===== src/rtl/nes_pad_poller_pkg.sv =====
// Shared definitions for the NES pad poller and joypad-side logic: button bit order,
// poller FSM state encodings and default timing constants.
package nes_pad_poller_pkg;

    localparam int BTN_A      = 0;
    localparam int BTN_B      = 1;
    localparam int BTN_SELECT = 2;
    localparam int BTN_START  = 3;
    localparam int BTN_UP     = 4;
    localparam int BTN_DOWN   = 5;
    localparam int BTN_LEFT   = 6;
    localparam int BTN_RIGHT  = 7;

    localparam int DEF_POLL_CYCLES  = 29830;
    localparam int DEF_LATCH_CYCLES = 21;
    localparam int DEF_HALF_CYCLES  = 11;

    typedef enum logic [3:0] {
        ST_IDLE   = 4'd0,
        ST_LATCH  = 4'd1,
        ST_WAIT   = 4'd2,
        ST_CLK_LO = 4'd3,
        ST_CLK_HI = 4'd4,
        ST_DONE   = 4'd5
    } poll_state_t;

endpackage


===== src/rtl/nes_pad_poller_sync_2ff.sv =====
// Generic two-flop synchroniser for asynchronous GPIO inputs.
module sync_2ff #(
    parameter logic RESET_VALUE = 1'b1
) (
    input  logic clk,
    input  logic rst,
    input  logic d,
    output logic q
);

    logic meta;

    always_ff @(posedge clk or posedge rst) begin
        if (rst) begin
            meta <= RESET_VALUE;
            q    <= RESET_VALUE;
        end else begin
            meta <= d;
            q    <= meta;
        end
    end

endmodule


===== src/rtl/nes_pad_poller.sv =====
// Console-side NES controller poller: drives LATCH/CLK into the pad's 4021, samples DATA
// and publishes an active-high button byte once per completed poll.
module nes_pad_poller
    import nes_pad_poller_pkg::*;
#(
    parameter int POLL_CYCLES  = DEF_POLL_CYCLES,
    parameter int LATCH_CYCLES = DEF_LATCH_CYCLES,
    parameter int HALF_CYCLES  = DEF_HALF_CYCLES
) (
    input  logic        cpu_clk_in,
    input  logic        reset_in,
    input  logic        enable_in,
    input  logic        poll_now_in,
    input  logic        pad_data_in,
    output logic        pad_latch_out,
    output logic        pad_clk_out,
    output logic [7:0]  buttons_out,
    output logic        buttons_valid_out,
    output logic        pad_present_out,
    output logic        busy_out,
    output logic [15:0] debug_out
);

    localparam int IW        = (POLL_CYCLES > 1) ? $clog2(POLL_CYCLES) : 1;
    localparam int PHASE_MAX = (LATCH_CYCLES > HALF_CYCLES) ? LATCH_CYCLES : HALF_CYCLES;
    localparam int PW        = $clog2(PHASE_MAX + 1);

    poll_state_t    state;
    poll_state_t    next_state;
    logic [IW-1:0]  interval_cnt;
    logic [PW-1:0]  phase_cnt;
    logic [3:0]     bit_cnt;
    logic [7:0]     shift;
    logic           bit8;
    logic           data_sync;
    logic           interval_wrap;
    logic           poll_req;
    logic           phase_last;
    logic           sample_now;

    sync_2ff #(.RESET_VALUE(1'b1)) u_data_sync (
        .clk (cpu_clk_in),
        .rst (reset_in),
        .d   (pad_data_in),
        .q   (data_sync)
    );

    assign interval_wrap = enable_in && (interval_cnt == IW'(POLL_CYCLES - 1));
    assign poll_req      = interval_wrap || poll_now_in;

    always_ff @(posedge cpu_clk_in or posedge reset_in) begin
        if (reset_in) begin
            interval_cnt <= '0;
        end else if (!enable_in || interval_wrap) begin
            interval_cnt <= '0;
        end else begin
            interval_cnt <= interval_cnt + IW'(1);
        end
    end

    always_comb begin
        phase_last = 1'b0;
        case (state)
            ST_LATCH:                      phase_last = (phase_cnt == PW'(LATCH_CYCLES - 1));
            ST_WAIT, ST_CLK_LO, ST_CLK_HI: phase_last = (phase_cnt == PW'(HALF_CYCLES - 1));
            default:                       phase_last = 1'b0;
        endcase
    end

    // Samples are taken at the end of a clock-high phase so the synchroniser has settled.
    assign sample_now = phase_last && ((state == ST_WAIT) || (state == ST_CLK_HI));

    always_comb begin
        next_state = state;
        case (state)
            ST_IDLE:   if (poll_req)   next_state = ST_LATCH;
            ST_LATCH:  if (phase_last) next_state = ST_WAIT;
            ST_WAIT:   if (phase_last) next_state = ST_CLK_LO;
            ST_CLK_LO: if (phase_last) next_state = ST_CLK_HI;
            ST_CLK_HI: if (phase_last) next_state = (bit_cnt == 4'd8) ? ST_DONE : ST_CLK_LO;
            ST_DONE:   next_state = ST_IDLE;
            default:   next_state = ST_IDLE;
        endcase
    end

    always_ff @(posedge cpu_clk_in or posedge reset_in) begin
        if (reset_in) begin
            state <= ST_IDLE;
        end else begin
            state <= next_state;
        end
    end

    always_ff @(posedge cpu_clk_in or posedge reset_in) begin
        if (reset_in) begin
            phase_cnt         <= '0;
            bit_cnt           <= '0;
            shift             <= '0;
            bit8              <= 1'b1;
            buttons_out       <= '0;
            pad_present_out   <= 1'b0;
            buttons_valid_out <= 1'b0;
        end else begin
            if ((next_state != state) || (state == ST_IDLE)) begin
                phase_cnt <= '0;
            end else begin
                phase_cnt <= phase_cnt + PW'(1);
            end

            if (state == ST_IDLE) begin
                bit_cnt <= '0;
            end else if (sample_now) begin
                if (bit_cnt[3]) begin
                    bit8 <= data_sync;
                end else begin
                    shift[bit_cnt[2:0]] <= data_sync;
                end
                bit_cnt <= bit_cnt + 4'd1;
            end

            // Pad DATA is active-low; the published byte and presence flag are active-high.
            buttons_valid_out <= (state == ST_DONE);
            if (state == ST_DONE) begin
                buttons_out     <= ~shift;
                pad_present_out <= ~bit8;
            end
        end
    end

    assign pad_latch_out = (state == ST_LATCH);
    assign pad_clk_out   = (state != ST_CLK_LO);
    assign busy_out      = (state != ST_IDLE);
    assign debug_out     = {state, bit_cnt, shift};

endmodule


===== config.mk =====
export PLATFORM = sky130hd
export DESIGN_NAME = nes_pad_poller
export DESIGN_NICKNAME = d
export VERILOG_FILES = /design/src/rtl/nes_pad_poller_pkg.sv /design/src/rtl/nes_pad_poller_sync_2ff.sv /design/src/rtl/nes_pad_poller.sv
export SDC_FILE = /design/constraint.sdc
export NUM_CORES = 1
export LEC_CHECK = 0
export BUFFER_PORTS_ARGS = -buffer_cell sky130_fd_sc_hd__buf_2
export CORE_MARGIN = 2
export CORE_UTILIZATION = 30
export CTS_BUF_LIST = sky130_fd_sc_hd__clkbuf_16
export CTS_CLUSTER_SIZE = 8
export DETAILED_ROUTE_END_ITERATION = 10
export GPL_TIMING_DRIVEN = 0
export SKIP_LAST_GASP = 1
export SLEW_MARGIN = 0
export SYNTH_ARGS = -nofsm -noshare
export SYNTH_HDL_FRONTEND = slang
export SYNTH_SLANG_ARGS = --single-unit

===== constraint.sdc =====
create_clock -name cpu_clk_in -period 2.1 [get_ports cpu_clk_in]
set_clock_uncertainty 0.1 [all_clocks]
set_input_delay 0 -clock cpu_clk_in [delete_from_list [all_inputs] [get_ports cpu_clk_in]]
set_output_delay 0 -clock cpu_clk_in [all_outputs]
set_load 0.005 [all_outputs]

==> results of run 1 <==
## metrics by stage
| stage | worst slack, ps | cells |
|---|---|---|
| final | 189 | 381 |
| after detailed placement | 182 | 370 |
| after CTS | 189 | 381 |
| after global routing | 15.4 | 381 |
| after global placement | 134 | 369 |
| after floorplan | 418 | 234 |
## power by group
part           leakage [nW]  total, mW  switching [mW]  internal [mW]
clock network        0.0767      0.835           0.376          0.459
registers             0.667      0.973          0.0162          0.956
logic                 0.612      0.107          0.0666         0.0400
## sequential cells by signal, indices dropped and copies added, names as in the netlist
name and cells:
bit8 1, bit_cnt 4, buttons_out 8, buttons_valid_out 1
interval_cnt 15, pad_present_out 1, phase_cnt 5, shift 8
state 4, u_data_sync.meta 1, u_data_sync.q 1
## what timing repair did
action,CTS,global route
hold endpoints to repair,49,0
hold buffers,3,0
gates resized for setup,1,0
endpoints found under the setup margin,1,0
## layout by cell type (no fill, tap or decap), types with 2 or more instances in the layout
cell and instances:
a21oi_1 8, a31oi_1 3, and2_1 3, and4_1 2
buf_2 38, buf_6 2, clkbuf_1 5, clkbuf_16 5
dfrtp_1 46, dfstp_2 3, dlygate4sd3_1 3, ha_1 5
inv_1 8, inv_6 2, mux2_1 6, mux2_2 3
nand2_1 19, nand3_1 20, nand3b_1 2, nand4_1 8
nor2_1 21, nor2b_1 2, nor4_1 5, nor4b_1 2
o21ai_0 17, or3_1 3, xnor2_1 3, xor2_1 12
## layer usage
metal  wire length, um  up-vias  track usage (%)  part of all wire, %
met3               214        0             3.79                  4.5
met4                 0        0             1.47                    0
met2              2190       43             19.0                   46
met5                 0        -                0                    0
li1                  -      911                -                    -
met1              2390      884             16.7                   50
## cell families after synthesis
group	count (synthesis)
AOI/OAI and AO/OA	33
xor gates and xnor gates	16
adders and majority gates	5
buffers and inverters	21
DFF	49
muxes	9
other	1
and+or+nand+nor	100
## worst register-to-register path, cell delays in order (launching register included)
cell and delay (ps):
dfrtp_1 430, buf_2 210, a211oi_2 360, a311oi_1 150
a31oi_1 430, nor4b_1 100
## cell type report
type	instances	area, um2	share of cell area (%)
Buffer	12	66.3	2.29
Clock buffer	5	125	4.32
Clock inverter	3	28.8	0.993
Inverter	9	33.8	1.17
Multi-Input combinational cell	164	1070	37.0
Sequential cell	49	1230	42.4
Tap cell	102	128	4.40
Timing Repair Buffer	37	215	7.42
## final timing paths
kind | from | to | cells past startpoint
worst max-delay path | state[3] | phase_cnt[1] | 5
worst min-delay path | enable_in | state[0] | 3
worst max register to register | state[3] | phase_cnt[1] | 5
worst min register to register | u_data_sync.meta | u_data_sync.q | 0
max in group asynchronous | reset_in | u_data_sync.q | 4
min in group asynchronous | reset_in | interval_cnt[0] | 3
==> metrics.cfg, run 1 <==
[outcome]
status=finished, final reports clean

[global_route]
grt_max_degree=40
grt_use_total_pct=12.0
grt_antenna_before_repair=0
grt_pass1_wl_mm=8.51
gr-total-overflow=0
grt_pass1_vias=1745

[yosys]
synth_cell_types=44
synth_edf_count=0
synth_mux_area_share_pct=4.23
ys_async_sr_fraction_pct=100
synth_commonest_cells=dfrtp_1, nor2_1, nand3_1
synth_top_flop_cell=dfrtp_1
syn_avg_cell_area_um2=10.2
synth_top_area_share_pct=48.0
ys_seq_area_share_pct=51.3
syn_inst=234
ys_ff_latch=49
netlist_area_um2=2400
synth_top_area_cell=dfrtp_1
synth_fp_nets=244
synth-simple-area-share_pct=23.3
yosysMostFrequentCell=dfrtp_1
synthAdderAreaFrac_pct=2.61
yosys_warnings=0
ys_top_cells_by_area=dfrtp_1, xor2_1, nand3_1
synth_top_family_by_area=simple AND/OR/NAND/NOR gates
synth_xor_xnor_area_share_pct=6.16
synth_compound_area_share_pct=7.99

[clock_tree]
cts_setup_buffers=0
cts_buffer_depth=2
clk_pin_slew_ps=70
cts_sinks=49
clkLatencyLatePin_ps=290
cts_tree=yes
htreeDepth=2
cts_root_buf=clkbuf_16
cts_buffers=5

[final_layout]
fill_cells=775
layout.nets=288
utilization_pct=37.5
design_area_um2=2900
antennaDiodeCount=0
drive_above_1_share_pct=23.3
syn2layout_area_growth_pct=21.0

[sta]
finalSetupViolCount=0
final.min_clock_period_ps=1910
maxSlewHeadroom_pct=64.9
rsz0062_at_grt=false
finalSetupTns_ps=0
drv_slew=0
fin_crit_sh_pct=91.0
worstMarginPinSlew_ps=524
fin_hold_ws_ps=22.2
fmax_ghz=0.523
hold_viol=0

[floorplanning]
start_util_pct=31.0
die_area_um2=8720
core_um2=7730
dieHeight_um=93.4
io_pins=34
rows=32
die_x_um=93.4

[setup_path]
crit_path_max_incr_delay_ps=430
path_cells=buf_2 -> a211oi_2 -> a311oi_1 -> a31oi_1 -> nor4b_1
crit_path_max_fanout=10
cp.arrival_ps=1960
crit_slowest_cell=dfrtp_1
critPathBufInv=1
cpLargestDelayFamily=compound AO/OA/AOI/OAI gates
crit_required_ps=2150
endpoint_kind=flip-flop
crit_type=reg -> reg
start_kind=flip-flop
reg2reg_slack_ps=190

[power_and_ir_drop]
irDropWorstVdd_mv=0.414
leakagePower_nw=1.36
total_power_mw=1.91
cellPowerDensity_nw_per_um2=660

[run]
cap_violations=0

[routing]
postRouteAntennaNets=0
drt-vias-per-instance=4.82
drtPass1Iterations=4
vias=1838
first_iter_violations=99
routed_wirelength_mm=4.79
wl_per_cell_um=12.6
drcViolationCount=0

[place]
gp_congestion=0.799
numPortBuffers=33
dpl.hpwl_mm=3.58
place_area_um2=2710

[hold_path]
hold_class=in -> reg

Note: power is estimated with default switching activity, not from simulation.
==> run 2, diff against run 1 <==
--- a/config.mk
+++ b/config.mk
@@ -12,6 +12,7 @@
 export CTS_CLUSTER_SIZE = 8
 export DETAILED_ROUTE_END_ITERATION = 10
 export GPL_TIMING_DRIVEN = 0
+export RECOVER_POWER = 50
 export SKIP_LAST_GASP = 1
 export SLEW_MARGIN = 0
 export SYNTH_ARGS = -nofsm -noshare
==> metrics.cfg, run 2 (synthesis results as in run 1) <==
[outcome]
status=finished, final reports clean

[power_and_ir_drop]
switching_share_pct=24.1
p_int_mw=1.45
cellPowerDensity_nw_per_um2=665
comb_power_share_pct=5.4
netSwitchingPower_mw=0.462
irDropWorstVdd_mv=0.415
leakagePower_nw=1.33
total_power_mw=1.91
seq_power_share_pct=50.8
clockPowerShare_pct=43.8

[final_layout]
syn2layout_area_growth_pct=20.2
final_common_cell=dfrtp_1
top_regs=interval_cnt x15, buttons_out x8, shift x8
drive_above_1_share_pct=21.5
fill_cells=778
antennaDiodeCount=0
largest_reg_flops=15
utilization_pct=37.3
layout_common_cells=dfrtp_1, buf_2, nor2_1
final_cells=381
design_area_um2=2880
layout.nets=288
top_register=interval_cnt

[routing]
drt-vias-per-instance=4.86
vias=1851
routed_wirelength_mm=4.82
drcViolationCount=0
first_iter_violations=90
drtPass1Iterations=4
wl_per_cell_um=12.6
postRouteAntennaNets=0

[setup_path]
crit_start=state[3]
start_kind=flip-flop
worstReg2RegStart=state[3]
endpoint_kind=flip-flop
crit_type=reg -> reg
crit_path_max_fanout=10
crit_required_ps=2150
cp.arrival_ps=1960

[sta]
fin_crit_sh_pct=91.1
rsz0062_at_grt=false
finalSetupTns_ps=0
fmax_ghz=0.523
hold_viol=0
fin_ws_ps=188
fin_hold_ws_ps=24.1
drv_slew=0
maxSlewHeadroom_pct=38.5
final.min_clock_period_ps=1910
finalSetupViolCount=0
worstMarginPinSlew_ps=922

[hold_path]
hp-start=enable_in
hold_class=in -> reg

[global_route]
grt_pass1_wl_mm=8.51
grt_use_total_pct=12.0
grt_antenna_before_repair=0
grt_pass1_vias=1745
grt_max_degree=40
gr-total-overflow=0

[floorplanning]
core_um2=7730
die_x_um=93.4
io_pins=34
start_util_pct=31.0
rows=32
die_area_um2=8720
dieHeight_um=93.4

[clock_tree]
htreeDepth=2
cts_sinks=49
cts_buffers=5
cts_root_buf=clkbuf_16
cts_tree=yes
cts_buffer_depth=2
clkLatencyLatePin_ps=290
clk_pin_slew_ps=70

[run]
cap_violations=0

[place]
dp_cells=370
preCtsSetupSlack_ps=182
place_area_um2=2710
gp_congestion=0.799
numPortBuffers=33
dpl.hpwl_mm=3.58

==> run 2: cell types whose count changed in the layout (fill, tap and decap cells not counted) <==
cell	delta
inv_2	-1
buf_2	-4
clkbuf_2	+1
clkbuf_1	+4
inv_1	+1
buf_12	-1
==> run 2: critical path: stages, from the launching register on <==
cell and delay (ps):
dfrtp_1 420, buf_2 210, a211oi_2 360, a311oi_1 150, a31oi_1 440, nor4b_1 100
==> run 2: area by class of cell <==
cell class / instances / area (um2) / share of cell area, %
Sequential cell: 49 / 1230 / 42.7
Multi-Input combinational cell: 164 / 1070 / 37.2
Timing Repair Buffer: 37 / 195 / 6.78
Tap cell: 102 / 128 / 4.43
Clock buffer: 5 / 125 / 4.35
Buffer: 12 / 66.3 / 2.30
Inverter: 9 / 33.8 / 1.17
Clock inverter: 3 / 28.8 / 1.00
==> run 2: power groups by stage <==
stage	registers (mW)	logic [mW]	clock network (mW)
after floorplan	0.987	0.0681	0
after global placement	0.990	0.0987	0
after detailed placement	0.991	0.104	0
after CTS	0.973	0.110	0.867
after global routing	0.976	0.120	0.906
final	0.973	0.103	0.838
==> run 2: metal layers <==
| layer | vias to the layer above | routed length [um] | GRT usage [%] |
|---|---|---|---|
| met1 | 891 | 2360 | 16.7 |
| met4 | 0 | 10 | 1.47 |
| met3 | 2 | 234 | 3.79 |
| li1 | 911 | - | - |
| met2 | 47 | 2210 | 19.0 |
| met5 | - | 0 | 0 |
==> run 2: repair_timing <==
action                                  4_1_cts  5_1_grt
hold buffers                                  3        0
endpoints found under the setup margin        1        0
resized for setup                             1        0
setup buffers                                 0        0
hold endpoints to repair                     49        0
==> run 2: worst paths after layout <==
path / to / slack, ps / cells past startpoint
setup / recovery: phase_cnt[1] / 190 / 5
hold / removal: interval_cnt[3] / 20 / 4
setup reg to reg: phase_cnt[1] / 190 / 5
hold reg to reg: u_data_sync.q / 260 / 0
max in group asynchronous: phase_cnt[4] / 530 / 4
min in group asynchronous: interval_cnt[0] / 140 / 3
==> run 3, diff against run 2 <==
--- a/config.mk
+++ b/config.mk
@@ -6,6 +6,7 @@
 export NUM_CORES = 1
 export LEC_CHECK = 0
 export BUFFER_PORTS_ARGS = -buffer_cell sky130_fd_sc_hd__buf_2
+export CORE_ASPECT_RATIO = 1.2
 export CORE_MARGIN = 2
 export CORE_UTILIZATION = 30
 export CTS_BUF_LIST = sky130_fd_sc_hd__clkbuf_16
==> metrics.cfg, run 3 (synthesis results as in run 1) <==
[sta]
worstMarginPinSlew_ps=867
fin_ws_ps=167
finalSetupViolCount=0
fin_crit_sh_pct=92.1
final.min_clock_period_ps=1930
hold_viol=0
maxSlewHeadroom_pct=42.1
drv_slew=0
fmax_ghz=0.517
finalSetupTns_ps=0
rsz0062_at_grt=false

[routing]
wl_per_cell_um=13.0
vias=1849
drcViolationCount=0
first_iter_violations=121
routed_wirelength_mm=4.84
postRouteAntennaNets=0
drt-vias-per-instance=4.97
drtPass1Iterations=4

[hold_path]
hold_path_depth=4
min_to=interval_cnt[13]
hold_class=in -> reg
hp-start=enable_in

[final_layout]
top_register=interval_cnt
drive_above_1_share_pct=18.2
utilization_pct=37.7
layout.nets=289
antennaDiodeCount=0
syn2layout_area_growth_pct=21.3
top_regs=interval_cnt x15, buttons_out x8, shift x8
final_cells=372
largest_reg_flops=15
layout_common_cells=dfrtp_1, buf_2, nor2_1
final_common_cell=dfrtp_1
fill_cells=793

[clock_tree]
clkLatencyLatePin_ps=290
cts_tree=yes
cts_buffers=5
clk_pin_slew_ps=70
cts_setup_buffers=0
cts_root_buf=clkbuf_16
htreeDepth=2
cts_buffer_depth=2
cts_sinks=49

[power_and_ir_drop]
leakagePower_nw=1.31
irDropWorstVdd_mv=0.451
cellPowerDensity_nw_per_um2=721

[place]
gp_congestion=0.840
numPortBuffers=33
preCtsSetupSlack_ps=160
dp_cells=360
dpl.hpwl_mm=3.48

[setup_path]
crit_type=reg -> reg
worstReg2RegStart=interval_cnt[3]
reg2reg_slack_ps=170
timing.rr.end=state[0]
endpoint_kind=flip-flop
reg2regPathDepth=5
start_kind=flip-flop
crit_path_max_fanout=5
path_cells=nand2b_1 -> nor4_2 -> a41oi_1 -> dlygate4sd3_1 -> o21ai_0
cp.arrival_ps=2040
crit_required_ps=2210
crit_slowest_cell=dlygate4sd3_1
crit_path_max_incr_delay_ps=580

[floorplanning]
io_pins=34
die_x_um=85.6
start_util_pct=31.1
core_um2=7710
die_area_um2=8720
rows=35
dieHeight_um=102

[global_route]
grt_antenna_before_repair=0
gr-total-overflow=0
grt_pass1_wl_mm=8.36
grt_pass1_vias=1806
grt_use_total_pct=12.0
grt_max_degree=27

[run]
cap_violations=0

[outcome]
status=finished, final reports clean

==> run 3: final cells by class <==
type,instances,area (um2),area share (%)
clock inverters,3,65.1,2.24
repair buffers,38,193,6.63
plain buffers,12,66.3,2.28
flip-flops and latches,49,1230,42.3
inverters,9,33.8,1.16
multi-input cells,164,1080,37.1
clock buffers,5,125,4.30
well taps,92,115,3.96
==> run 3: where the power goes <==
part           total, mW  internal (mW)  switching, mW
clock network       1.02          0.680          0.338
logic              0.104         0.0374         0.0667
registers          0.974          0.957         0.0167
total               2.10           1.67          0.421
==> run 3: worst max path at each step <==
stage	endpoint	startpoint	cells past startpoint	slack (ps)
2_1_floorplan	shift[1]	state[1]	6	420
3_3_place_gp	buttons_out[7]	reset_in	2	160
3_5_place_dp	state[0]	state[0]	4	160
4_1_cts	state[0]	interval_cnt[3]	5	50
5_1_grt	phase_cnt[4]	state[3]	5	50
6_report	state[0]	interval_cnt[3]	5	170
==> run 3: repair_timing <==
action	CTS	global route
endpoints found under the setup margin	1	1
hold endpoints to repair	24	0
resized for setup	1	1
hold buffers	4	0
==> run 3: through the flow <==
step / hold WS [ps] / total power, mW / area, um2
2_1_floorplan: -95.5 / 1.05 / 2400
5_1_grt: 61.4 / 2.18 / 2910
3_5_place_dp: -33.0 / 1.10 / 2700
3_3_place_gp: 15.4 / 1.09 / 2680
4_1_cts: 14.1 / 2.14 / 2930
6_report: 30.6 / 2.10 / 2910
==> run 3: routing by layer <==
layer	global-route usage [%]	vias up	wire, um
met1	14.9	901	2200
met5	0	-	0
met3	3.47	5	237
met4	4.64	0	70
met2	19.8	37	2330
li1	-	906	-
==> run 3: critical path, delay by kind of cell (launching register included) <==
family	cells	cell delay, ps
buffers and inverters	1	580
and+or+nand+nor	2	450
DFF	1	430
AOI/OAI and AO/OA	2	300
